`src/rtl/arbitro_barramento_if.sv`:
```
// ---------------------------------------------------------------------------
// arbitro_barramento_if
// Bundles the processor request side and the granted-command side of the
// upstream bus arbiter.
//   req_valid          per-processor command valid         (master -> slave)
//   req_cmd            packed commands, proc i at [i*CMD_W +: CMD_W]
//   req_ready          per-processor FIFO can accept       (slave -> master)
//   fim_transacao      early end of the current transaction (master -> slave)
//   comandoProcessador granted command, registered         (slave -> master)
//   selecaoProcessador granted processor code, 0 = idle    (slave -> master)
//   ocupado            1 while a grant is active           (slave -> master)
// ---------------------------------------------------------------------------
interface arbitro_barramento_if #(
   parameter int N_PROC = 3,
   parameter int CMD_W  = 12
);
   logic [N_PROC-1:0]       req_valid;
   logic [N_PROC*CMD_W-1:0] req_cmd;
   logic [N_PROC-1:0]       req_ready;
   logic                    fim_transacao;
   logic [CMD_W-1:0]        comandoProcessador;
   logic [2:0]              selecaoProcessador;
   logic                    ocupado;

   modport master (
      output req_valid, req_cmd, fim_transacao,
      input  req_ready, comandoProcessador, selecaoProcessador, ocupado
   );

   modport slave (
      input  req_valid, req_cmd, fim_transacao,
      output req_ready, comandoProcessador, selecaoProcessador, ocupado
   );
endinterface

```
`src/rtl/arbitro_barramento.sv`:
```
// ---------------------------------------------------------------------------
// arbitro_barramento
// Upstream bus arbiter for the 3-processor snooping coherence system.
// Each processor has a small command FIFO; one processor at a time is
// granted round-robin. A grant is held for one bus transaction (at most
// TRANS_PASSOS cycles, shorter on fim_transacao) and is always followed by
// one idle cycle (bus turnaround).
// Ports:
//   clock  system clock, all state on the rising edge
//   reset  synchronous, active-high; clears FIFOs, outputs and rr pointer
//   bus    arbitro_barramento_if.slave (requests in, granted command out)
// ---------------------------------------------------------------------------
module arbitro_barramento #(
   parameter int N_PROC       = 3,
   parameter int CMD_W        = 12,
   parameter int FIFO_DEPTH   = 2,
   parameter int TRANS_PASSOS = 3
) (
   input logic                  clock,
   input logic                  reset,
   arbitro_barramento_if.slave  bus
);

   localparam int PTR_W = $clog2(FIFO_DEPTH);
   localparam int CNT_W = (TRANS_PASSOS > 1) ? $clog2(TRANS_PASSOS) : 1;
   localparam int IDX_W = (N_PROC > 1) ? $clog2(N_PROC) : 1;

   typedef enum logic {
      OCIOSO,
      CONCEDIDO
   } estado_t;

   // ------------------------------------------------------------------
   // Per-processor command FIFOs
   // ------------------------------------------------------------------
   logic [CMD_W-1:0] fifoMem   [N_PROC][FIFO_DEPTH];
   logic [PTR_W-1:0] wrPtr     [N_PROC];
   logic [PTR_W-1:0] rdPtr     [N_PROC];
   logic [PTR_W:0]   ocupacao  [N_PROC];
   logic [N_PROC-1:0] cheio, vazio, push, pop;

   // Ready depends on full only, so a full FIFO refuses a push even when
   // the arbiter pops it in the same cycle.
   always_comb begin
      cheio         = '0;
      vazio         = '0;
      push          = '0;
      bus.req_ready = '0;
      for (int unsigned i = 0; i < N_PROC; i++) begin
         cheio[i]         = (ocupacao[i] == (PTR_W+1)'(FIFO_DEPTH));
         vazio[i]         = (ocupacao[i] == '0);
         bus.req_ready[i] = !reset && !cheio[i];
         push[i]          = bus.req_valid[i] && bus.req_ready[i];
      end
   end

   always_ff @(posedge clock) begin
      if (reset) begin
         for (int unsigned i = 0; i < N_PROC; i++) begin
            wrPtr[i]    <= '0;
            rdPtr[i]    <= '0;
            ocupacao[i] <= '0;
         end
      end else begin
         for (int unsigned i = 0; i < N_PROC; i++) begin
            if (push[i]) begin
               fifoMem[i][wrPtr[i]] <= bus.req_cmd[i*CMD_W +: CMD_W];
               wrPtr[i]             <= wrPtr[i] + PTR_W'(1);
            end
            if (pop[i]) begin
               rdPtr[i] <= rdPtr[i] + PTR_W'(1);
            end
            case ({push[i], pop[i]})
               2'b10:   ocupacao[i] <= ocupacao[i] + (PTR_W+1)'(1);
               2'b01:   ocupacao[i] <= ocupacao[i] - (PTR_W+1)'(1);
               default: ocupacao[i] <= ocupacao[i];
            endcase
         end
      end
   end

   // ------------------------------------------------------------------
   // Round-robin pick: first non-empty FIFO after ultimo, wrapping
   // ------------------------------------------------------------------
   logic [IDX_W-1:0] ultimo, ultimoProx;
   logic [IDX_W-1:0] candidato, escolhido;
   logic             achou;

   always_comb begin
      achou     = 1'b0;
      escolhido = ultimo;
      candidato = '0;
      for (int unsigned k = 1; k <= N_PROC; k++) begin
         candidato = IDX_W'((32'(ultimo) + k) % N_PROC);
         if (!achou && !vazio[candidato]) begin
            achou     = 1'b1;
            escolhido = candidato;
         end
      end
   end

   // ------------------------------------------------------------------
   // Grant FSM
   // ------------------------------------------------------------------
   estado_t          estado, estadoProx;
   logic [CNT_W-1:0] contador, contadorProx;
   logic [CMD_W-1:0] cmdReg, cmdProx;
   logic [2:0]       selReg, selProx;
   logic             ocupReg, ocupProx;

   always_ff @(posedge clock) begin
      if (reset) begin
         estado   <= OCIOSO;
         contador <= '0;
         ultimo   <= IDX_W'(N_PROC - 1);
         cmdReg   <= '0;
         selReg   <= '0;
         ocupReg  <= 1'b0;
      end else begin
         estado   <= estadoProx;
         contador <= contadorProx;
         ultimo   <= ultimoProx;
         cmdReg   <= cmdProx;
         selReg   <= selProx;
         ocupReg  <= ocupProx;
      end
   end

   always_comb begin
      estadoProx   = estado;
      contadorProx = contador;
      ultimoProx   = ultimo;
      cmdProx      = cmdReg;
      selProx      = selReg;
      ocupProx     = ocupReg;
      pop          = '0;
      case (estado)
         OCIOSO: begin
            if (achou) begin
               pop[escolhido] = 1'b1;
               cmdProx        = fifoMem[escolhido][rdPtr[escolhido]];
               selProx        = 3'(escolhido) + 3'd1;
               ultimoProx     = escolhido;
               ocupProx       = 1'b1;
               contadorProx   = '0;
               estadoProx     = CONCEDIDO;
            end
         end
         CONCEDIDO: begin
            // Returning to OCIOSO guarantees the one-cycle turnaround gap.
            if (bus.fim_transacao || contador == CNT_W'(TRANS_PASSOS - 1)) begin
               cmdProx    = '0;
               selProx    = '0;
               ocupProx   = 1'b0;
               estadoProx = OCIOSO;
            end else begin
               contadorProx = contador + CNT_W'(1);
            end
         end
         default: estadoProx = OCIOSO;
      endcase
   end

   assign bus.comandoProcessador = cmdReg;
   assign bus.selecaoProcessador = selReg;
   assign bus.ocupado            = ocupReg;

endmodule
```
`src/flat_wrapper.sv`:
```
// flat-port wrapper written by rule: the top's interface ports become plain ports
module arbitro_barramento_flat 
#(
   parameter int N_PROC       = 3,
   parameter int CMD_W        = 12,
   parameter int FIFO_DEPTH   = 2,
   parameter int TRANS_PASSOS = 3
)
  (clock, reset, bus_req_valid, bus_req_cmd, bus_fim_transacao, bus_req_ready, bus_comandoProcessador, bus_selecaoProcessador, bus_ocupado);
  arbitro_barramento_if #(.N_PROC(N_PROC), .CMD_W(CMD_W)) bus_i ();
  input logic clock;
  input logic reset;
  input wire logic [$bits(bus_i.req_valid)-1:0] bus_req_valid;
  input wire logic [$bits(bus_i.req_cmd)-1:0] bus_req_cmd;
  input wire logic [$bits(bus_i.fim_transacao)-1:0] bus_fim_transacao;
  output wire logic [$bits(bus_i.req_ready)-1:0] bus_req_ready;
  output wire logic [$bits(bus_i.comandoProcessador)-1:0] bus_comandoProcessador;
  output wire logic [$bits(bus_i.selecaoProcessador)-1:0] bus_selecaoProcessador;
  output wire logic [$bits(bus_i.ocupado)-1:0] bus_ocupado;
  assign bus_i.req_valid = bus_req_valid;
  assign bus_i.req_cmd = bus_req_cmd;
  assign bus_i.fim_transacao = bus_fim_transacao;
  assign bus_req_ready = bus_i.req_ready;
  assign bus_comandoProcessador = bus_i.comandoProcessador;
  assign bus_selecaoProcessador = bus_i.selecaoProcessador;
  assign bus_ocupado = bus_i.ocupado;
  arbitro_barramento #(.N_PROC(N_PROC), .CMD_W(CMD_W), .FIFO_DEPTH(FIFO_DEPTH), .TRANS_PASSOS(TRANS_PASSOS)) u_core (.clock(clock), .reset(reset), .bus(bus_i));
endmodule
```
`config.mk`:
```
export PLATFORM = sky130hd
export DESIGN_NAME = arbitro_barramento_flat
export DESIGN_NICKNAME = d
export VERILOG_FILES = /design/src/rtl/arbitro_barramento_if.sv /design/src/rtl/arbitro_barramento.sv /design/src/flat_wrapper.sv
export SDC_FILE = /design/constraint.sdc
export NUM_CORES = 1
export LEC_CHECK = 0
export ABC_CLOCK_PERIOD_IN_PS = 5080
export CAP_MARGIN = 20
export CORE_UTILIZATION = 50
export CTS_BUF_LIST = sky130_fd_sc_hd__clkbuf_8
export DETAILED_ROUTE_END_ITERATION = 16
export PLACE_DENSITY = 0.82
export SLEW_MARGIN = 20
export SYNTH_ARGS = -nofsm -noshare
export SYNTH_HDL_FRONTEND = slang
export SYNTH_SLANG_ARGS = --single-unit
export TNS_END_PERCENT = 1
```
`constraint.sdc`:
```
create_clock -name clock -period 5.08 [get_ports clock]
set_clock_uncertainty 0.2 [all_clocks]
set_input_delay 0.508 -clock clock [delete_from_list [all_inputs] [get_ports clock]]
set_output_delay 0.508 -clock clock [all_outputs]
set_load 0.03 [all_outputs]
```
## After elaboration in Yosys (flattened, before gate mapping)

Memories as Yosys holds them, arrays and structs flattened.
Index checks and enable logic that the tools add are counted.

| word-level totals | value |
|---|---|
| RAM bits | 84 |
| input bits | 42 |
| memories kept | 4 |
| output and inout bits | 19 |
| register bits | 21 |

| operators by class | value |
|---|---|
| bitwise operators | 20 |
| muxes and demuxes | 105 |
| order comparisons | 12 |
| add/sub/neg operators | 17 |
| reduce and logical (&&, ||, !) cells | 29 |
| divide/modulo/power cells | 3 |
| equal/unequal tests | 13 |

Memories:

| name | words | bits a word | rd ports | clocked after memory_dff | wr ports | RTL line | source |
|---|---|---|---|---|---|---|---|
| u_core.fifoMem | 3 | 24 | 1 | 0 | 3 | arbitro_barramento.sv:36 | `logic [CMD_W-1:0] fifoMem [N_PROC][FIFO_DEPTH];` |
| u_core.ocupacao | 3 | 2 | 3 | 0 | 3 | arbitro_barramento.sv:39 | `logic [PTR_W:0] ocupacao [N_PROC];` |
| u_core.rdPtr | 3 | 1 | 4 | 0 | 3 | arbitro_barramento.sv:38 | `logic [PTR_W-1:0] rdPtr [N_PROC];` |
| u_core.wrPtr | 3 | 1 | 3 | 0 | 3 | arbitro_barramento.sv:37 | `logic [PTR_W-1:0] wrPtr [N_PROC];` |

Operators by type and width:

| operator | count |
|---|---|
| $mod A32 B2 Y32 const B | 3 |
| $mux W12 | 8 |
| $mux W24 | 3 |
| $mux W1 | 64 |
| $demux W12 S1 | 3 |
| $mux W2 | 14 |
| $pmux W12 S2 | 1 |
| $or A1 B1 Y1 | 15 |
| $eq A2 B2 Y1 const B | 7 |
| $logic_and A1 B1 Y1 | 12 |
| $lt A2 B3 Y1 const B | 4 |
| $mux W3 | 4 |
| $add A2 B1 Y2 const B | 4 |
| $ge A2 B2 Y1 const B | 4 |
| $not A1 Y2 | 4 |
| $logic_not A1 Y1 | 7 |
| $add A1 B1 Y1 const B | 6 |
| $add A2 B1 Y3 const B | 2 |
| $add A2 B2 Y3 const B | 2 |
| $bmux W1 S2 | 3 |
| $eq A2 B1 Y1 const B | 3 |
| $logic_not A2 Y1 | 3 |
| $lt A2 B1 Y1 const B | 3 |
| $pmux W3 S2 | 1 |
| 11 further kinds | 19 |

## Depth between registers and ports, before layout

Gate-level depths: netlist (run 1).

| logic depth | value |
|---|---|
| depth after elaboration | 23 |
| depth in mapped cells | 16 |
| depth with buffers taken out | 14 |

## Worst setup path after synthesis (run 1)

Ideal clock, no wire load.

| path | value |
|---|---|
| path type | reg2reg |
| start point | register u_core.ultimo[0] |
| end point | memory u_core.ocupacao[2][1] in the netlist's numbering, data pin |
| setup time | 0.266 ns |
| setup slack | 1.668 ns |
| clock period less this slack | 3.412 ns |
| cell stages (with the launch flop) | 16 |
| data required time | 4.614 ns |
| arrival time | 2.946 ns |
| cell sequence | dfxtp_1 inv_1 ha_1 or3_4 o221ai_4 nand2_1 o31ai_2 inv_2 buf_6 ha_1 nand2_1 inv_1 ha_1 nor2_1 xor2_1 nor2_1 |

RTL lines:

| element | RTL line | source |
|---|---|---|
| from (decl) | arbitro_barramento.sv:85 | `logic [IDX_W-1:0] ultimo, ultimoProx;` |
| from (signal assigned) | arbitro_barramento.sv:115 | `ultimo <= IDX_W'(N_PROC - 1);` |
| from (signal assigned) | arbitro_barramento.sv:122 | `ultimo <= ultimoProx;` |
| to (decl) | arbitro_barramento.sv:39 |  |

==> metrics.txt, run 1 <==
outcome=finished, final reports clean; asr flop ratio synth=0%; DRC viols=0; CP Data Required Time=between 4 and 5 ns; dpl hpwl=6.53 mm; Tcrit/Tclk final=about three quarters; Final Hold Viols=0; slowest cell delay on critical path=0.45 ns; CP Max Fanout=25; Synth Area in Adders=4.05%; Register-to-Register Path Depth=11; ANT nets after route=0; sequential-to-total area share from yosys stat=63.4%; min-delay src=u_core.bus.comandoProcessador[9]$_SDFFE_PP0P_; Int Power=2.00 mW; Hold Path Class=reg -> reg; GRT Util Overall=20.2%; Filler cells=684; EDFF count, synth=84; most frequent CP cell=ha_1; met1 wire length=3.88 mm; crit-path cells=inv_1, ha_1, nor4_1, a221o_1, nand3_2, and2_1, ha_1, nand2_1, inv_1, ha_1, o21bai_1; Slew @ Worst Pin=0.789 ns; LEAKAGE=2.03 nW; Simple-Gate Fraction of Synth Area=11.6%; DR WL/cell=17.5 um; mux contribution to synthesized area=5.18%; Die Span Y=roughly 98 um; Post-Synthesis Cell Area=~4600 um2; post-CTS setup buffers=0; initial antenna violation count=0; CP Class=reg -> reg; library cells used by synthesis=49; Seq cells post-synth=roughly 110; CTS tree=yes; top cells by area, synth=edfxtp_1 54%, dfxtp_1 9.1%, mux2i_1 5.2%; slowest CP cell=nor4_1; highest routed layer=met4; Clock Sinks=105; DIE AREA=9670 um2; Pwr Density=589 nW/um2; routability cong.=0.846; sequential share of power=38.4%; Buf/Inv on CP=2; post-synth top area share=54.4%; clk_lat worst skew=0.36 ns; post-synth top area cell=edfxtp_1; ratio of cells with drive above 1 in the final layout=7.23%; WL met3=between 200 and 300 um; Arr. time, crit path=3.64 ns; Comb power frac=a little over two fifths; worst hold path depth=1; Worst VDD drop=roughly 0.00031 V; Syn. warnings=0; xor/xnor share of the synthesized area=0.944%; Syn Area/Cell=13.1 um2; starting density of the core=52.4%; largest family of logic cells by synthesized area=compound AO/OA/AOI/OAI gates; worst r2r src=u_core.ultimo[0]$_SDFFE_PP0P_; predominant post-synthesis flop cell=edfxtp_1; Final Cell Area=around 5600 um2; WHS Endpoint=u_core.bus.comandoProcessador[9]$_SDFFE_PP0P_; flop-to-flop setup slack=about 1.3 ns; Synth-to-Final Area Change=19.7%; Root Driver=clkbuf_8; # setup viols final=0; Mapped Cells=about 360; CTS buffer count=9; number of port buffers=60; vias in the first global route=3048; core area=8850 um2; clock share of power=between 15 and 20%; Slew HR=47.4%; Final min period=approximately 3.8 ns; CTS clk-pin slew, worst paths=0.11 ns; Vias=about 3000; Reg-to-Reg End=u_core.ocupacao[2][1]$_DFFE_PP_; Final Max Slew Viols=0; hold_buf cts=0; Routed WL=between 9 and 10 mm; syn nets=412; Resize count post-CTS=0; RSZ-0062 raised after global routing=false; DR pass1 iterations=6; Nets=467; post-synthesis compound-gate area fraction=roughly an eighth; CP top delay family=simple AND/OR/NAND/NOR gates; met2 wire len=around 5 mm; Area after DPL=5310 um2; H-tree levels=3; Core Rows=34; Max-Cap Viols=0; Diodes inserted=0; Peak Freq=0.264 GHz; crit start category=register; total power=about 3.3 mW; Sw Share=38.8%; Initial DRC Count=211; Max Buffers Root-to-Sink=2; Die Width=roughly 98 um; IO Pins=roughly 60; largest net degree at the start of global routing=26; global route total overflow=0; setup_tns=0 ns; Net Sw Power=approximately 1.3 mW; first-pass GRT wire length=~15 mm; vias per cell=between 5 and 6; Worst Setup End Kind=register
routing by layer:
metal / track usage (%) / vias to the layer above
met4: 6.77 / 0
met1: 23.9 / 1461
met5: 0 / -
met2: 36.9 / 69
met3: 3.65 / 6
li1: - / 1438
power by group through the flow:
stage                     clock network (mW)  logic (mW)  registers, mW
after floorplan                            0        1.02           1.26
after detailed placement                   0        1.40           1.27
after global routing                   0.632        1.56           1.28
after global placement                     0        1.35           1.26
final                                  0.591        1.42           1.25
after CTS                              0.601        1.42           1.25
how the worst max path moves through the flow:
stage / slack (ns) / startpoint / to / depth (start not counted)
floorplan: 1.67 / u_core.ultimo[0]$_SDFFE_PP0P_ / u_core.ocupacao[2][1]$_DFFE_PP_ / 15
global placement: 1.49 / u_core.ultimo[0]$_SDFFE_PP0P_ / u_core.ocupacao[2][1]$_DFFE_PP_ / 15
detailed placement: 1.37 / u_core.ultimo[0]$_SDFFE_PP0P_ / u_core.ocupacao[2][1]$_DFFE_PP_ / 15
CTS: 1.35 / u_core.ultimo[0]$_SDFFE_PP0P_ / u_core.ocupacao[2][1]$_DFFE_PP_ / 15
global route: 1.03 / u_core.ultimo[0]$_SDFFE_PP0P_ / u_core.ocupacao[2][1]$_DFFE_PP_ / 13
finish: 1.29 / u_core.ultimo[0]$_SDFFE_PP0P_ / u_core.ocupacao[2][1]$_DFFE_PP_ / 11
metrics by stage:
stage,hold slack [ns],setup slack (ns),std cells,util [%]
after floorplan,0.277,1.67,355,-
after global placement,0.265,1.49,507,60.0
after detailed placement,0.267,1.37,507,60.0
after CTS,0.304,1.35,523,62.7
after global routing,0.329,1.03,523,62.8
final,0.306,1.29,523,62.8
final cells by class:
class | instances | area, um2 | share of cell area [%]
flip-flops and latches | 105 | 2940 | 53.0
multi-input cells | 216 | 1560 | 28.1
inverters | 15 | 56.3 | 1.01
repair buffers | 63 | 623 | 11.2
clock inverters | 7 | 114 | 2.05
well taps | 108 | 135 | 2.43
clock buffers | 9 | 124 | 2.23
kinds of logic (layout without fill, tap and decap cells):
| logic type | Yosys count | in the layout |
|---|---|---|
| xor gates and xnor gates | 5 | 5 |
| adders and majority gates | 15 | 15 |
| buffers and inverters | 34 | 94 |
| muxes | 24 | 24 |
| AOI/OAI and AO/OA | 67 | 67 |
| DFF | 105 | 105 |
| and+or+nand+nor | 105 | 105 |
synth_stat cells (9+ instances only):
master and number:
o21ai_0 9, mux2i_1 24, a221oi_1 13, inv_1 14, ha_1 15, and3_1 16
dfxtp_1 21, nor2b_1 13, edfxtp_1 84, nand2_1 21, nor2_1 32, a32o_1 12
clkbuf_1 11
cell usage in the layout, fill, tap and decap left out, types with 14 or more instances in the layout:
cell type and count:
ha_1 15, dfxtp_1 21, edfxtp_1 84, and3_1 16, mux2i_1 24, nand2_1 21
clkdlybuf4s50_1 60, inv_1 14, nor2_1 29
sequential cells by signal (all words and copies together), names as in the netlist:
name and flops:
u_core.wrPtr 3, u_core.contador 2, u_core.bus.comandoProcessador 12, u_core.estado 1
u_core.bus.selecaoProcessador 3, u_core.ocupacao 6, u_core.ultimo 2, u_core.rdPtr 3
u_core.bus.ocupado 1, u_core.fifoMem 72
(Power assumes the default switching activity.)
==> run 2: changes to the inputs <==
ABC_CLOCK_PERIOD_IN_PS = 3050   (was 5080)
PLACE_DENSITY = 0.85   (was 0.82)
clock period = 3.05 ns   (was 5.08 ns; I/O delays follow)
==> run 2 against run 1 <==
  * Global-route usage up 0.83 points
  * Critical path depth down 1
  * Wire length up 3.1%
  * Non-clock buffer count up 14
  * Core utilization up 2.1 points
  * Combinational power up 100%
  * Flip-flop and latch count unchanged
  * Clock power up 48%
  * Clock-buffer cell count unchanged
  * Total power up 77%
  * Sequential power up 66%
  * Sequential share of layout area down 1.7 points
  * Critical path type unchanged
  * Largest cell class unchanged
==> metrics.txt, run 2 (synthesis gave the netlist of run 1 again) <==
DIE AREA=9670 um2 (unchanged); Routed WL=9.45 mm (+3.1%); clk_lat worst skew=0.38 ns (+0.02 ns); crit path capture=u_core.ocupacao[1][0]$_SDFFCE_PP0P_; pre-CTS setup slack=-0.0936 ns (-1.46 ns); Final min period=3.03 ns (-0.762 ns); global route total overflow=0 (unchanged); Reg-to-Reg End=u_core.ocupacao[1][0]$_SDFFCE_PP0P_; DR pass1 iterations=6 (unchanged); Area after DPL=5450 um2 (+2.8%); RSZ-0062 raised after global routing=true; Pwr Density=1010 nW/um2 (+71%); flop-to-flop setup slack=0.02 ns (-1.27 ns); dpl hpwl=6.76 mm (+3.6%); Vias=3030 (+1.9%); Root Driver=clkbuf_8; Nets=481 (+3.0%); CP Class=reg -> reg; Peak Freq=0.330 GHz (+25%); Die Width=98.3 um (unchanged); IO Pins=61 (unchanged); Diodes inserted=0 (unchanged); CTS buffer count=9 (unchanged); DRC viols=0 (unchanged); Clock Sinks=105 (unchanged); Filler cells=673 (-1.6%); hold_buf cts=0 (unchanged); CP Max Fanout=5 (-80%); number of port buffers=60 (unchanged); # setup viols final=0 (unchanged); Slew @ Worst Pin=0.774 ns (-0.0150 ns); Synth-to-Final Area Change=23.8%; placed insts=521 (+2.8%); Max Buffers Root-to-Sink=2 (unchanged); commonest cells after routing, fill and taps aside=84 x edfxtp_1, 60 x clkdlybuf4s50_1, 31 x nor2_1; Die Span Y=98.3 um (unchanged); Register-to-Register Path Depth=10 (-1); routability cong.=0.788 (-6.9%); Final WS setup=0.0238 ns (-1.27 ns); Layout Cells excl Fill=537 (+2.7%); DR WL/cell=17.6 um (+0.46%); FF+latch area=2950 um2 (about the same); vias in the first global route=3124 (+2.5%); Core Rows=34 (unchanged); core area=8850 um2 (unchanged); starting density of the core=52.4% (unchanged); initial antenna violation count=0 (unchanged); ratio of cells with drive above 1 in the final layout=14.0% (+6.8 points); post-CTS setup buffers=0 (unchanged); Final Cell Area=5740 um2 (+3.4%); Worst Setup SP=u_core.ultimo[0]$_SDFFE_PP0P_; Tcrit/Tclk final=99.2% (+25 points); max reg flops=72 (unchanged); largest net degree at the start of global routing=26 (unchanged); commonest non-fill, non-tap cell in the layout=edfxtp_1; vias per cell=5.64 (-0.77%); CTS clk-pin slew, worst paths=0.11 ns (about the same); outcome=finished, final reports clean; Initial DRC Count=105 (-50%); CTS tree=yes; Worst VDD drop=0.000605 V (+94%); final core occ=64.9% (+2.1 points); Final Max Slew Viols=0 (unchanged); H-tree levels=3 (unchanged); Max-Cap Viols=0 (unchanged); worst r2r src=u_core.ultimo[0]$_SDFFE_PP0P_; CP Data Required Time=2.93 ns (-2.00 ns); hold_ws=0.289 ns (-0.0168 ns); Final Hold Viols=0 (unchanged); LEAKAGE=2.09 nW (+3.1%); first-pass GRT wire length=15.3 mm (+2.0%); total power=5.79 mW (+77%); setup_tns=0 ns (unchanged); Arr. time, crit path=2.90 ns (-0.74 ns); Worst Setup End Kind=register; GRT Util Overall=21.0% (+0.83 points); ANT nets after route=0 (unchanged); multi-input logic area=1670 um2 (+7.1%); crit start category=register; Slew HR=48.4% (+1.0 points); Hold Path Class=reg -> reg
-- run 2: area by class of cell --
type / count / area share [%]
Clock buffer: 9 / 2.16
Clock inverter: 7 / 1.39
Inverter: 15 / 1.02
Multi-Input combinational cell: 216 / 29.0
Sequential cell: 105 / 51.3
Tap cell: 108 / 2.35
Timing Repair Buffer: 77 / 12.7
-- run 2: worst min-delay path by stage --
stage / startpoint / to / slack, ns / cells past startpoint
2_1_floorplan: bus_req_cmd[0] / u_core.fifoMem[0][0]$_DFFE_PP_ / 0.20 / 0
3_3_place_gp: u_core.bus.ocupado$_SDFFE_PP0P_ / u_core.bus.ocupado$_SDFFE_PP0P_ / 0.27 / 2
3_5_place_dp: u_core.bus.comandoProcessador[7]$_SDFFE_PP0P_ / u_core.bus.comandoProcessador[7]$_SDFFE_PP0P_ / 0.27 / 1
4_1_cts: bus_req_cmd[25] / u_core.fifoMem[2][13]$_DFFE_PP_ / 0.28 / 1
5_1_grt: bus_req_cmd[29] / u_core.fifoMem[2][17]$_DFFE_PP_ / 0.28 / 1
6_report: u_core.bus.comandoProcessador[7]$_SDFFE_PP0P_ / u_core.bus.comandoProcessador[7]$_SDFFE_PP0P_ / 0.29 / 1
-- run 2: routing by layer --
metal  GRT usage (%)  vias to the layer above  wire length (um)  share of wire, %
li1                -                     1460                 -                 -
met1            24.3                     1473              3800                40
met2            37.8                       80              5010                53
met3            4.15                       17               401               4.2
met4            9.18                        0               235               2.5
met5               0                        -                 0                 0
-- run 2: report_power, final --
group,total (mW),internal (mW),switching [mW]
Combinational,2.84,1.27,1.58
Sequential,2.07,1.83,0.234
Clock,0.877,0.332,0.545
-- run 2: repair_timing --
item / 4_1_cts / 5_1_grt
endpoints found under the setup margin: 6 / 12
pin swaps: 1 / 3
resized for setup: 8 / 11
-- run 2: critical path: stages, from the launching register on --
cell and delay [ns]:
dfxtp_2 0.35, inv_2 0.05, ha_4 0.25, or3_4 0.35, o221ai_4 0.24, nand2_2 0.10, o31ai_4 0.32, ha_2 0.27
nand2_2 0.08, ha_1 0.27, o21bai_1 0.23
==> run 3: changes to the inputs <==
MAX_ROUTING_LAYER = met4   (was not set)
==> run 3 against run 2 <==
  * The run now ends with setup timing left
  * Register-to-register slack got worse by 0.05 ns
  * Die area did not move
  * Clock-buffer cell count rose by 1
  * Worst hold slack got worse by 0.010 ns
  * Sequential power barely moved
  * Fmax fell by 1.6%
  * Core utilization fell by 0.057 points
  * Non-clock buffer count rose by 4
  * Cell area barely moved
  * Critical path type unchanged
==> metrics.txt, run 3 (synthesis gave the netlist of run 1 again) <==
outcome=complete, but fails checks; failing checks=setup timing; CTS clk-pin slew, worst paths=0.11 ns (about the same); # setup viols final=4 (+4); Pwr Density=987 nW/um2 (-2.1%); Nets=485 (+0.83%); CP Max Fanout=5 (unchanged); Initial DRC Count=160 (+52%); clk_lat worst skew=0.36 ns (-0.02 ns); vias in the first global route=3071 (-1.7%); dpl hpwl=6.47 mm (-4.3%); Final WS setup=-0.0246 ns (-0.0484 ns); Synth-to-Final Area Change=23.7% (about the same); Hold Path Class=reg -> reg; Area after DPL=5460 um2 (+0.14%); RSZ-0062 raised after global routing=true; Filler cells=664 (-1.3%); Clock Sinks=105 (unchanged); Worst VDD drop=0.000477 V (-21%); slowest cell delay on critical path=0.40 ns (+0.05 ns); Slew HR=47.6% (-0.85 points); DRC viols=0 (unchanged); DIE AREA=9670 um2 (unchanged); CP Data Required Time=2.93 ns (about the same); Root Driver=clkbuf_8; max reg flops=72 (unchanged); LEAKAGE=2.11 nW (+0.80%); commonest cells after routing, fill and taps aside=84 x edfxtp_1, 60 x clkdlybuf4s50_1, 31 x nor2_1; M2 GR Usage=36.4% (-1.4 points); Max-Cap Viols=0 (unchanged); Final Hold Viols=0 (unchanged); multi-input logic area=1640 um2 (-1.7%); Die Span Y=98.3 um (unchanged); Layout Cells excl Fill=541 (+0.74%); DR pass1 iterations=6 (unchanged); Final Cell Area=5740 um2 (about the same); met3 usage=3.36% (-0.79 points); crit-path cells=ha_4, or3_4, o221a_1, o32ai_2, o31ai_4, ha_1, and2_1, ha_1, nand2b_1; CTS tree=yes; ratio of cells with drive above 1 in the final layout=14.3% (+0.33 points); Peak Freq=0.325 GHz (-1.6%); Die Width=98.3 um (unchanged); Final min period=3.07 ns (+0.0484 ns); Vias=3068 (+1.3%); hold_buf cts=0 (unchanged); commonest non-fill, non-tap cell in the layout=edfxtp_1; Slew @ Worst Pin=0.786 ns (+0.0127 ns); core area=8850 um2 (unchanged); Final Max Slew Viols=0 (unchanged); vias per cell=5.67 (+0.51%); slowest CP cell=or3_4; GR peak layer=met2; routability cong.=0.769 (-2.4%); Diodes inserted=0 (unchanged); most frequent CP cell=ha_1; Arr. time, crit path=2.95 ns (+0.05 ns); Tcrit/Tclk final=101% (+1.6 points); crit start category=register; Routed WL=9.24 mm (-2.2%); Max Buffers Root-to-Sink=2 (unchanged); grt met1 use=24.3% (-0.034 points); Core Rows=34 (unchanged); CP Class=reg -> reg; IO Pins=61 (unchanged); FF+latch area=2950 um2 (about the same); largest net degree at the start of global routing=26 (unchanged); H-tree levels=3 (unchanged); DR WL/cell=17.1 um (-2.9%); initial antenna violation count=0 (unchanged); ANT nets after route=0 (unchanged); CTS buffer count=9 (unchanged); first-pass GRT wire length=14.9 mm (-2.2%); placed insts=522 (+0.19%); number of port buffers=60 (unchanged); GRT Util Overall=20.7% (-0.27 points); starting density of the core=52.4% (unchanged); global route total overflow=0 (unchanged); Worst Setup End Kind=register
## run 3: area by class of cell
class                           count  share of cell area [%]
Tap cell                          108                    2.36
Inverter                           15                    1.02
Timing Repair Buffer               81                    13.2
Multi-Input combinational cell    216                    28.6
Clock buffer                       10                    2.40
Clock inverter                      6                    1.07
Sequential cell                   105                    51.4
## run 3: timing repair
action	4_1_cts	5_1_grt
endpoints found under the hold margin	0	0
pin swaps	0	10
buffers inserted	1	2
resized for setup	3	11
setup endpoints to repair	2	12
## run 3: routing by layer
| layer | up-vias | routed length [um] |
|---|---|---|
| met2 | 101 | 4830 |
| met5 | - | 0 |
| met4 | 0 | 157 |
| li1 | 1476 | - |
| met1 | 1477 | 3820 |
| met3 | 14 | 426 |
## run 3: stage by stage
step	hold WS, ns	setup WS, ns	utilization (%)	TNS, ns	power, mW
final	0.279	-0.0246	64.8	-0.0581	5.66
after global routing	0.301	-0.112	64.8	-0.781	6.00
after CTS	0.282	-0.00632	64.3	-0.0156	5.57
after detailed placement	0.258	-0.0244	61.7	-0.0244	4.67
after global placement	0.267	0.0568	61.7	0	4.58
after floorplan	0.204	-0.0615	-	-0.0615	3.89
## run 3: final timing paths
| path | slack [ns] | startpoint | endpoint | cells past startpoint |
|---|---|---|---|---|
| hold reg to reg | 0.28 | u_core.bus.comandoProcessador[7]$_SDFFE_PP0P_ | u_core.bus.comandoProcessador[7]$_SDFFE_PP0P_ | 1 |
| setup reg to reg | -0.02 | u_core.ultimo[1]$_SDFFE_PP1P_ | u_core.ocupacao[0][1]$_SDFFCE_PP0P_ | 9 |
| hold / removal | 0.28 | u_core.bus.comandoProcessador[7]$_SDFFE_PP0P_ | u_core.bus.comandoProcessador[7]$_SDFFE_PP0P_ | 1 |
| setup / recovery | -0.02 | u_core.ultimo[1]$_SDFFE_PP1P_ | u_core.ocupacao[0][1]$_SDFFCE_PP0P_ | 9 |
## run 3: critical path: cells and delay by family, from the launching register on
kind / cells / cell delay, ns
fa+ha+maj: 3 / 0.78
compound gates: 3 / 0.75
simple gates: 3 / 0.68
flops: 1 / 0.38
## run 3: report_power, final
part,switching (mW),total [mW],internal (mW)
logic,1.51,2.76,1.25
registers,0.233,2.07,1.83
clock network,0.496,0.834,0.338
